## src/rtl/keypad_pkg.sv

```systemverilog
// -----------------------------------------------------------------------------
// keypad_pkg
//   Shared types, geometry and helpers for the 4x4 keypad scanner.
//
//   Contents:
//     ROWS / COLS / KEYS   keypad geometry (4 x 4 = 16 keys)
//     state_t              scanner FSM state encoding (2 bits)
//     key_index()          row/column -> key number (row*COLS + col)
//     lowest_col()         index of the lowest set bit of a column vector
//     row_drive()          active-low row drive pattern for a row index
// -----------------------------------------------------------------------------
package keypad_pkg;

    localparam int ROWS = 4;
    localparam int COLS = 4;
    localparam int KEYS = ROWS * COLS;

    typedef enum logic [1:0] {
        SCAN     = 2'd0,
        DEBOUNCE = 2'd1,
        PRESSED  = 2'd2,
        RELEASE  = 2'd3
    } state_t;

    // Key number as seen by the downstream 16:4 encoder.
    function automatic logic [3:0] key_index(input logic [1:0] row,
                                             input logic [1:0] col);
        return 4'(int'(row) * COLS + int'(col));
    endfunction

    // Lowest pressed column wins when several columns of one row are low.
    function automatic logic [1:0] lowest_col(input logic [COLS-1:0] cols);
        logic [1:0] idx;
        idx = 2'd0;
        for (int i = COLS - 1; i >= 0; i--) begin
            if (cols[i]) begin
                idx = 2'(i);
            end
        end
        return idx;
    endfunction

    // Exactly one row pulled low; all others released.
    function automatic logic [ROWS-1:0] row_drive(input logic [1:0] row);
        logic [ROWS-1:0] sel;
        sel = 4'b0001 << row;
        return ~sel;
    endfunction

endpackage

```

## src/rtl/keypad_col_sync.sv

```systemverilog
// -----------------------------------------------------------------------------
// keypad_col_sync
//   Two-flop synchronizer for the asynchronous, active-low column inputs.
//   Resets to 4'b1111 so that "nothing pressed" is seen during and right
//   after reset.
//
//   Ports:
//     clk   in   1   system clock
//     rst   in   1   asynchronous, active-high reset
//     d     in   4   raw column levels (asynchronous to clk)
//     q     out  4   synchronized column levels (2 clk latency)
// -----------------------------------------------------------------------------
module keypad_col_sync
    import keypad_pkg::*;
(
    input  logic            clk,
    input  logic            rst,
    input  logic [COLS-1:0] d,
    output logic [COLS-1:0] q
);

    logic [COLS-1:0] meta;

    always_ff @(posedge clk or posedge rst) begin
        if (rst) begin
            meta <= '1;
            q    <= '1;
        end else begin
            meta <= d;
            q    <= meta;
        end
    end

endmodule

```

## src/rtl/keypad_scan_onehot.sv

```systemverilog
// -----------------------------------------------------------------------------
// keypad_scan_onehot
//   4x4 matrix keypad scanner with debounce. Walks an active-low drive across
//   the rows, samples the synchronized columns at the end of each row dwell,
//   debounces a press, and presents it as a one-hot key vector with a
//   valid/ready handshake. key_onehot[15:0] feeds a 16:4 encoder directly, so
//   the encoder output equals the key number row*4+col.
//
//   Handshake: key_valid rises together with a single-bit key_onehot and both
//   stay constant until a cycle with key_valid && key_ready; on the following
//   clock both drop to zero. key_ready while key_valid is low has no effect.
//   key_onehot is all-zero whenever key_valid is low.
//
//   Parameters:
//     SCAN_DIV      clocks each row is driven before sampling (>= 4)
//     DEBOUNCE_CNT  consecutive stable clocks to accept a press/release (>= 2)
//
//   Ports:
//     clk         in   1   system clock
//     rst         in   1   asynchronous, active-high reset
//     col_n       in   4   column sense, active-low, asynchronous
//     row_n       out  4   row drive, active-low, one row low at a time
//     key_onehot  out  16  one-hot debounced key, bit row*4+col
//     key_valid   out  1   key_onehot holds a debounced press
//     key_ready   in   1   consumer accepts the held event
//     state_dbg   out  2   current FSM state (state_t encoding)
//
//   Build option KEYPAD_GHOST_REJECT_EN: when defined, a row sample with more
//   than one column pressed is discarded instead of resolved to the lowest
//   column, and debounce is abandoned if several columns become pressed.
// -----------------------------------------------------------------------------
module keypad_scan_onehot
    import keypad_pkg::*;
#(
    parameter int SCAN_DIV     = 100000,
    parameter int DEBOUNCE_CNT = 500000
) (
    input  logic            clk,
    input  logic            rst,
    input  logic [COLS-1:0] col_n,
    output logic [ROWS-1:0] row_n,
    output logic [KEYS-1:0] key_onehot,
    output logic            key_valid,
    input  logic            key_ready,
    output logic [1:0]      state_dbg
);

    localparam int SCAN_W = $clog2(SCAN_DIV);
    localparam int DBC_W  = $clog2(DEBOUNCE_CNT);

    localparam logic [SCAN_W-1:0] SCAN_LAST = SCAN_W'(SCAN_DIV - 1);
    localparam logic [DBC_W-1:0]  DBC_LAST  = DBC_W'(DEBOUNCE_CNT - 1);

    // ------------------------------------------------------------------
    // Column synchronizer
    // ------------------------------------------------------------------
    logic [COLS-1:0] col_s;
    logic [COLS-1:0] pressed;

    keypad_col_sync u_col_sync (
        .clk (clk),
        .rst (rst),
        .d   (col_n),
        .q   (col_s)
    );

    assign pressed = ~col_s;

    // ------------------------------------------------------------------
    // Multi-column detection (only meaningful with ghost rejection)
    // ------------------------------------------------------------------
    logic multi_col;

`ifdef KEYPAD_GHOST_REJECT_EN
    assign multi_col = ($countones(pressed) > 1);
`else
    assign multi_col = 1'b0;
`endif

    // ------------------------------------------------------------------
    // FSM, counters and output registers
    // ------------------------------------------------------------------
    state_t            state;
    logic [1:0]        row_idx;
    logic [1:0]        row_next;
    logic [SCAN_W-1:0] scan_cnt;
    logic [DBC_W-1:0]  dbc;
    logic [COLS-1:0]   col_lat;

    assign row_next  = row_idx + 2'd1;   // natural 3 -> 0 wrap
    assign state_dbg = state;

    always_ff @(posedge clk or posedge rst) begin
        if (rst) begin
            state      <= SCAN;
            row_idx    <= 2'd0;
            row_n      <= 4'b1110;
            key_onehot <= '0;
            key_valid  <= 1'b0;
            scan_cnt   <= '0;
            dbc        <= '0;
            col_lat    <= '0;
        end else begin
            case (state)
                // Drive the current row for SCAN_DIV clocks. The sample is
                // taken on the last dwell cycle, by which point the
                // synchronizer reflects columns of this row only.
                SCAN: begin
                    if (scan_cnt == SCAN_LAST) begin
                        scan_cnt <= '0;
                        if ((pressed != '0) && !multi_col) begin
                            col_lat <= pressed;
                            dbc     <= '0;
                            state   <= DEBOUNCE;
                        end else begin
                            row_idx <= row_next;
                            row_n   <= row_drive(row_next);
                        end
                    end else begin
                        scan_cnt <= scan_cnt + 1'b1;
                    end
                end

                // Row stays driven; the column pattern must hold unchanged
                // for DEBOUNCE_CNT clocks. Any change abandons the press and
                // scanning resumes on the next row.
                DEBOUNCE: begin
                    if ((pressed != col_lat) || multi_col) begin
                        state    <= SCAN;
                        scan_cnt <= '0;
                        dbc      <= '0;
                        row_idx  <= row_next;
                        row_n    <= row_drive(row_next);
                    end else if (dbc == DBC_LAST) begin
                        key_onehot <= KEYS'(1) << key_index(row_idx, lowest_col(col_lat));
                        key_valid  <= 1'b1;
                        state      <= PRESSED;
                    end else begin
                        dbc <= dbc + 1'b1;
                    end
                end

                // Event held, independent of the pad, until accepted.
                PRESSED: begin
                    if (key_ready) begin
                        key_valid  <= 1'b0;
                        key_onehot <= '0;
                        dbc        <= '0;
                        state      <= RELEASE;
                    end
                end

                // Wait for the accepted key's row to read released for
                // DEBOUNCE_CNT consecutive clocks; a held key never
                // re-triggers.
                RELEASE: begin
                    if (pressed != '0) begin
                        dbc <= '0;
                    end else if (dbc == DBC_LAST) begin
                        state    <= SCAN;
                        scan_cnt <= '0;
                        dbc      <= '0;
                        row_idx  <= row_next;
                        row_n    <= row_drive(row_next);
                    end else begin
                        dbc <= dbc + 1'b1;
                    end
                end

                default: begin
                    state <= SCAN;
                end
            endcase
        end
    end

endmodule

```

## config.mk

```make
export PLATFORM = sky130hd
export DESIGN_NAME = keypad_scan_onehot
export DESIGN_NICKNAME = d
export VERILOG_FILES = /design/src/rtl/keypad_pkg.sv /design/src/rtl/keypad_col_sync.sv /design/src/rtl/keypad_scan_onehot.sv
export SDC_FILE = /design/constraint.sdc
export NUM_CORES = 1
export LEC_CHECK = 0
export ABC_AREA = 1
export CORE_AREA = 2 2 93 95
export DETAILED_ROUTE_END_ITERATION = 10
export DIE_AREA = 0 0 95 97
export PLACE_DENSITY_LB_ADDON = 0.15
export RECOVER_POWER = 100
export SYNTH_ARGS = -nofsm -noshare
export SYNTH_HDL_FRONTEND = slang
export SYNTH_SLANG_ARGS = --single-unit
```

## constraint.sdc

```tcl
create_clock -name clk -period 2.2 [get_ports clk]
set_clock_uncertainty 0.1 [all_clocks]
set_input_delay 0.44 -clock clk [delete_from_list [all_inputs] [get_ports clk]]
set_output_delay 0.44 -clock clk [all_outputs]
set_load 0.005 [all_outputs]
```

==> results of run 1 <==
==> per-layer routing <==
| metal | global-route usage [%] | routed length, um | vias to the layer above | share of wire (%) |
|---|---|---|---|---|
| met2 | 35.3 | 4610 | 94 | 48 |
| met3 | 3.89 | 464 | 13 | 4.8 |
| met4 | 6.80 | 119 | 0 | 1.2 |
| met1 | 30.5 | 4460 | 1773 | 46 |
| li1 | - | - | 1954 | - |
| met5 | 0 | 0 | - | 0 |
==> flip-flops by register name, summed over array words and instances, names as in the netlist, named ones only <==
name and count:
u_col_sync.q 4, key_valid 1, row_idx 2, col_lat 4, dbc 19, state_dbg 1
row_n 4, scan_cnt 17, key_onehot 16, u_col_sync.meta 4
==> kinds of logic (layout without fill, tap and decap cells) <==
logic type / Yosys count / in the layout / synth area share, %
AND/OR/NAND/NOR: 331 / 331 / 35.1
buffers and inverters: 98 / 150 / 9.12
flip-flops: 73 / 73 / 43.5
AO/OA/AOI/OAI: 54 / 54 / 7.55
XOR/XNOR: 14 / 14 / 2.90
adder cells (fa/ha/maj): 6 / 6 / 1.78
==> where the power goes <==
| part | total [mW] | internal, mW | switching, mW |
|---|---|---|---|
| combinational | 1.19 | 0.512 | 0.680 |
| clock | 1.09 | 0.534 | 0.558 |
| sequential | 1.72 | 1.57 | 0.158 |
| total | 4.01 | 2.61 | 1.40 |
==> through the flow <==
stage               instance area [sq um]  std cells  utilization, %  setup WS, ns  hold slack, ns
global route                         4940        733            60.7       0.00904           0.264
detailed placement                   4750        716            58.4        0.0686           0.247
global placement                     4750        716            58.4         0.111           0.245
finish                               4940        733            60.7         0.112           0.260
CTS                                  4950        732            60.9        0.0915           0.260
floorplan                            4230        576               -         0.328           0.245
==> synth_stat cells (all sizes together) <==
library cell,number
buf,7
nor4,1
o21ai,28
nand3,46
and2,1
clkbuf,5
or2,2
nor3,19
a21oi,7
nand4,29
xor2,14
nor2,70
nand2,157
a31oi,1
o21bai,2
clkinv,3
ha,6
dfrtp,62
inv,83
nand3b,5
dfstp,11
nor3b,1
o22ai,16
==> cell type report <==
class / count / share of cell area, %
clock buffer: 9 / 2.51
clock inverter: 7 / 1.57
inverter: 86 / 6.64
multi-input combinational: 405 / 40.5
sequential: 73 / 37.3
tap: 105 / 2.66
timing repair buffer: 48 / 8.87
==> repair_timing <==
action | 4_1_cts | 5_1_grt
endpoints found under the setup margin | 0 | 23
resized for setup | 0 | 6
setup buffers | 0 | 1
hold endpoints to repair | 0 | 0
==> path summary, 6_finish.rpt <==
path | from | endpoint | slack (ns) | cells past startpoint
hold reg to reg | u_col_sync.meta[1]$_DFF_PP1_ | u_col_sync.q[1]$_DFF_PP1_ | 0.26 | 0
hold / removal | u_col_sync.meta[1]$_DFF_PP1_ | u_col_sync.q[1]$_DFF_PP1_ | 0.26 | 0
max in group asynchronous | rst | dbc[17]$_DFFE_PP0P_ | 0.56 | 3
setup reg to reg | dbc[0]$_DFFE_PP0P_ | dbc[3]$_DFFE_PP0P_ | 0.19 | 12
setup / recovery | flop | state_dbg[1] | 0.11 | 2
min in group asynchronous | rst | key_onehot[13]$_DFFE_PP0P_ | 0.81 | 3
==> run summary, run 1 <==
Worst path top cell family by delay: buffers and inverters
Layout Nets: 636
setup violators final: 0
Starting Density: 52.0%
sequential cell area: 1840 sq um
Die W: 95 um
hold_buf cts: 0
crit-path cells: clkbuf_1, clkdlybuf4s50_1
most frequent cells in the layout: 150 x nand2_1, 77 x inv_1, 67 x nor2_1
IO Pins: 30
final weighted congestion in routability-driven placement: 0.939
via/cell ratio: 5.23
Post-Syn Area per Cell: 7.34 sq um
slowest stage cell on the critical path: clkdlybuf4s50_1
Final Hold Vio Count: 0
layout cell share with drive strength beyond 1: 10.5%
setup TNS: 0 ns
I/O Buffers: 29
power density over the cells: 812 nW/um^2
mapped cell area: 4230 sq um
Crit Path Class: flop to primary output
# fillers: 749
Post-Syn Instances: 576
total clock sinks: 73
Design Power: 4.01 mW
Hold Crit Class: flop to flop
Die Ht: 97 um
Slew @ Worst Pin: 0.976 ns
DP HPWL: 7.03 mm
Peak VDD IR: 0.443 mV
DR pass1 iterations: 5
DR vias: 3834
CP Data Arrival Time: 1.55 ns
post-synth top area share: 36.7%
slew margin rel.: 34.9%
Net Count, Synth: 589
initial antenna violation count: 0
clock root buffer: clkbuf_8
ant diodes: 0
CTS tree: yes
drt drc: 0
row count: 33
post-synth top area cell: dfrtp_1
Final Slew Violations: 0
vias in the first global route: 3497
top cells by area, synth: dfrtp_1 37%, nand2_1 13%, inv_1 6.9%
Worst-Skew Late Latency: 0.35 ns
H-tree Lvls: 3
TritonCTS buffer count: 9
CP max FO: 4
Critical Path Max Stage Delay: 0.55 ns
most common cell after layout, fill and taps aside: nand2_1
count of cell types in the netlist: 32
status: complete, no violations
Avg WL per Cell: 13.2 um
DRT iter0 DRCs: 212
gr ovfl total: 0
Worst Setup Start Kind: flop
Yosys reg bits: 73
maximum clock frequency: 479 MHz
min Tclk post-route: 2.09 ns
Max Root-Sink Buffers: 2
largest net degree at the start of global routing: 74
Total GRT Usage: 22.1%
P&R area growth vs syn: 16.8%
period utilization: 94.9%
Synth warnings: 0
CP Capture Type: primary output
Lkg Pwr: 2.31 nW
multi-input logic area: 2000 sq um
worst endpoint required time: 1.66 ns
Routed Antenna Nets: 0
first-pass GRT wire length: 16.3 mm
RSZ-0062 raised after global routing: no
clock-pin slew on the worst setup and hold paths: 0.08 ns
Seq/Total Area, Yosys: 43.5%
max cap viols: 0
core footprint: 8130 sq um
die area: 9220 sq um
final WL: 9.65 mm
worst path bufs/invs: 2
Power figures use the tool's default switching activity.
==> run 2: changes to the inputs <==
--- a/config.mk
+++ b/config.mk
@@ -6,9 +6,9 @@
 export NUM_CORES = 1
 export LEC_CHECK = 0
 export ABC_AREA = 1
-export CORE_AREA = 2 2 93 95
+export CORE_AREA = 2 2 90 92
 export DETAILED_ROUTE_END_ITERATION = 10
-export DIE_AREA = 0 0 95 97
+export DIE_AREA = 0 0 92 94
 export PLACE_DENSITY_LB_ADDON = 0.15
 export RECOVER_POWER = 100
 export SYNTH_ARGS = -nofsm -noshare
==> constraint.sdc (replaced) <==
create_clock -name clk -period 2.1 [get_ports clk]
set_clock_uncertainty 0.1 [all_clocks]
set_input_delay 0.42 -clock clk [delete_from_list [all_inputs] [get_ports clk]]
set_output_delay 0.42 -clock clk [all_outputs]
set_load 0.005 [all_outputs]
==> run 2 against run 1 <==
  * Clock power increased by 13%
  * Sequential share of layout area down 0.73 points
  * Flip-flop and latch count did not move
  * Register-to-register slack worse by 0.08 ns
  * Via count increased by 2.3%
  * Setup slack got worse by 0.044 ns
  * Combinational power grew 14%
  * Critical path depth is the same
  * Global-route usage grew 1.8 points
  * Sequential power is 5% higher
  * Critical path type unchanged
  * Largest power group unchanged
  * Highest routed layer unchanged
==> run summary, run 2 (synthesis results as in run 1) <==
CP Capture Type: primary output
final WL: 9.73 mm (+0.75%)
row count: 32 (-3.0%)
R2R depth: 11 (-1)
Final Hold Vio Count: 0 (unchanged)
period utilization: 96.8%
max reg flops: 19 (unchanged)
gr ovfl total: 0 (unchanged)
clock-pin slew on the worst setup and hold paths: 0.08 ns (about the same)
Switching Fraction: 33.5% (-1.4 points)
final weighted congestion in routability-driven placement: 0.971 (+3.4%)
slew margin rel.: 35.9% (+0.98 points)
DR pass1 iterations: 5 (unchanged)
Biggest register: dbc
CTS tree: yes
Avg WL per Cell: 13.2 um (+0.47%)
Comb pwr share: 30.9% (+1.1 points)
Hold Crit Class: flop to flop
Worst-Skew Late Latency: 0.35 ns (about the same)
I/O Buffers: 29 (unchanged)
Die Ht: 94 um (-3.1%)
largest net degree at the start of global routing: 74 (unchanged)
status: complete, no violations
vias in the first global route: 3617 (+3.4%)
Layout Cells excl Fill: 735 (+0.27%)
biggest regs: dbc x19, scan_cnt x17, key_onehot x16
placed cell count: 717 (+0.14%)
internal power: 2.93 mW (+12%)
H-tree Lvls: 3 (unchanged)
hold path depth: 0 (unchanged)
max cap viols: 0 (unchanged)
worst endpoint required time: 1.58 ns (-0.08 ns)
most frequent cells in the layout: 148 x nand2_1, 76 x inv_1, 66 x nor2_1
CP max FO: 6 (+2)
clock power share: 28.0% (+0.7 points)
DRT iter0 DRCs: 271 (+28%)
clock root buffer: clkbuf_8
Worst Setup Start Kind: flop
Routed Antenna Nets: 0 (unchanged)
Crit Path Class: flop to primary output
initial antenna violation count: 0 (unchanged)
total clock sinks: 73 (unchanged)
IO Pins: 30 (unchanged)
pre-CTS WS: 0.0896 ns (+0.0210 ns)
Slew @ Worst Pin: 0.961 ns (-0.0147 ns)
first-pass GRT wire length: 16.3 mm (-0.17%)
ant diodes: 0 (unchanged)
die area: 8650 sq um (-6.2%)
NetSw: 1.47 mW (+5.4%)
core footprint: 7610 sq um (-6.5%)
most common cell after layout, fill and taps aside: nand2_1
CP Data Arrival Time: 1.51 ns (-0.04 ns)
Starting Density: 55.6% (+3.6 points)
power density over the cells: 873 nW/um^2 (+7.5%)
DP HPWL: 7.06 mm (+0.51%)
Final Slew Violations: 0 (unchanged)
Layout Nets: 641 (+0.79%)
via/cell ratio: 5.34 (+2.0%)
DR vias: 3922 (+2.3%)
maximum clock frequency: 492 MHz
min Tclk post-route: 2.03 ns
TritonCTS buffer count: 9 (unchanged)
drt drc: 0 (unchanged)
Seq pwr share: 41.2% (-1.8 points)
final setup margin: 0.0682 ns (-0.0439 ns)
Max Root-Sink Buffers: 2 (unchanged)
P&R area growth vs syn: 19.2%
hold_buf cts: 0 (unchanged)
setup violators final: 0 (unchanged)
Lkg Pwr: 2.35 nW (+1.9%)
Total GRT Usage: 23.9% (+1.8 points)
layout cell share with drive strength beyond 1: 12.5% (+2.0 points)
hold_ws: 0.249 ns (-0.0119 ns)
Peak VDD IR: 0.534 mV (+21%)
Post-DP Area: 4780 sq um (+0.55%)
post-route cell area: 5040 sq um (+2.0%)
Die W: 92 um (-3.2%)
run 2: changes by cell type in the layout (fill, tap and decap cells not counted), sizes merged:
cell and delta:
dlygate4sd3 -4, clkbuf -1, clkdlybuf4s50 +4, bufinv +1, inv -1, clkinv -1, buf +7
run 2: per-layer routing:
layer,share of wire [%],track usage [%]
met1,46,30.5
met2,47,40.5
met3,5.4,5.38
met4,1.7,7.84
met5,0,0
run 2: area by class of cell:
class	instances	area, sq um
fillers	641	2570
multi-input cells	405	2030
flip-flops and latches	73	1840
repair buffers	53	487
inverters	86	333
clock buffers	10	128
well taps	102	128
clock inverters	6	90.1
run 2: worst max-delay path, cell delays in order, from the launching register on:
cell and delay [ns]:
dfrtp_1 0.50, buf_4 0.18, clkdlybuf4s50_1 0.49
run 2: path summary, 6_finish.rpt:
kind	start	to	slack, ns
max	flop	state_dbg[1]	0.07
min	u_col_sync.meta[2]$_DFF_PP1_	u_col_sync.q[2]$_DFF_PP1_	0.25
max reg2reg	scan_cnt[0]$_DFFE_PP0P_	dbc[12]$_DFFE_PP0P_	0.11
min reg2reg	u_col_sync.meta[2]$_DFF_PP1_	u_col_sync.q[2]$_DFF_PP1_	0.25
max in group asynchronous	rst	scan_cnt[2]$_DFFE_PP0P_	0.49
min in group asynchronous	rst	dbc[17]$_DFFE_PP0P_	0.79
run 2: power by group through the flow:
stage	clock, mW	sequential, mW	combinational [mW]
final	1.23	1.81	1.36
after CTS	1.25	1.82	1.35
after global routing	1.31	1.84	1.51
after floorplan	0	1.82	0.769
after detailed placement	0	1.84	1.35
after global placement	0	1.83	1.32
run 2: per-stage QoR:
| stage | TNS (ns) | power, mW | utilization (%) |
|---|---|---|---|
| floorplan | 0 | 2.59 | - |
| global placement | 0 | 3.15 | 62.8 |
| detailed placement | 0 | 3.19 | 62.8 |
| CTS | 0 | 4.42 | 65.7 |
| global route | -0.0846 | 4.65 | 66.2 |
| finish | 0 | 4.40 | 66.2 |
run 2: repair_timing:
action	in CTS	in global routing
setup endpoints to repair	0	58
resized for setup	0	17
setup buffers	0	2
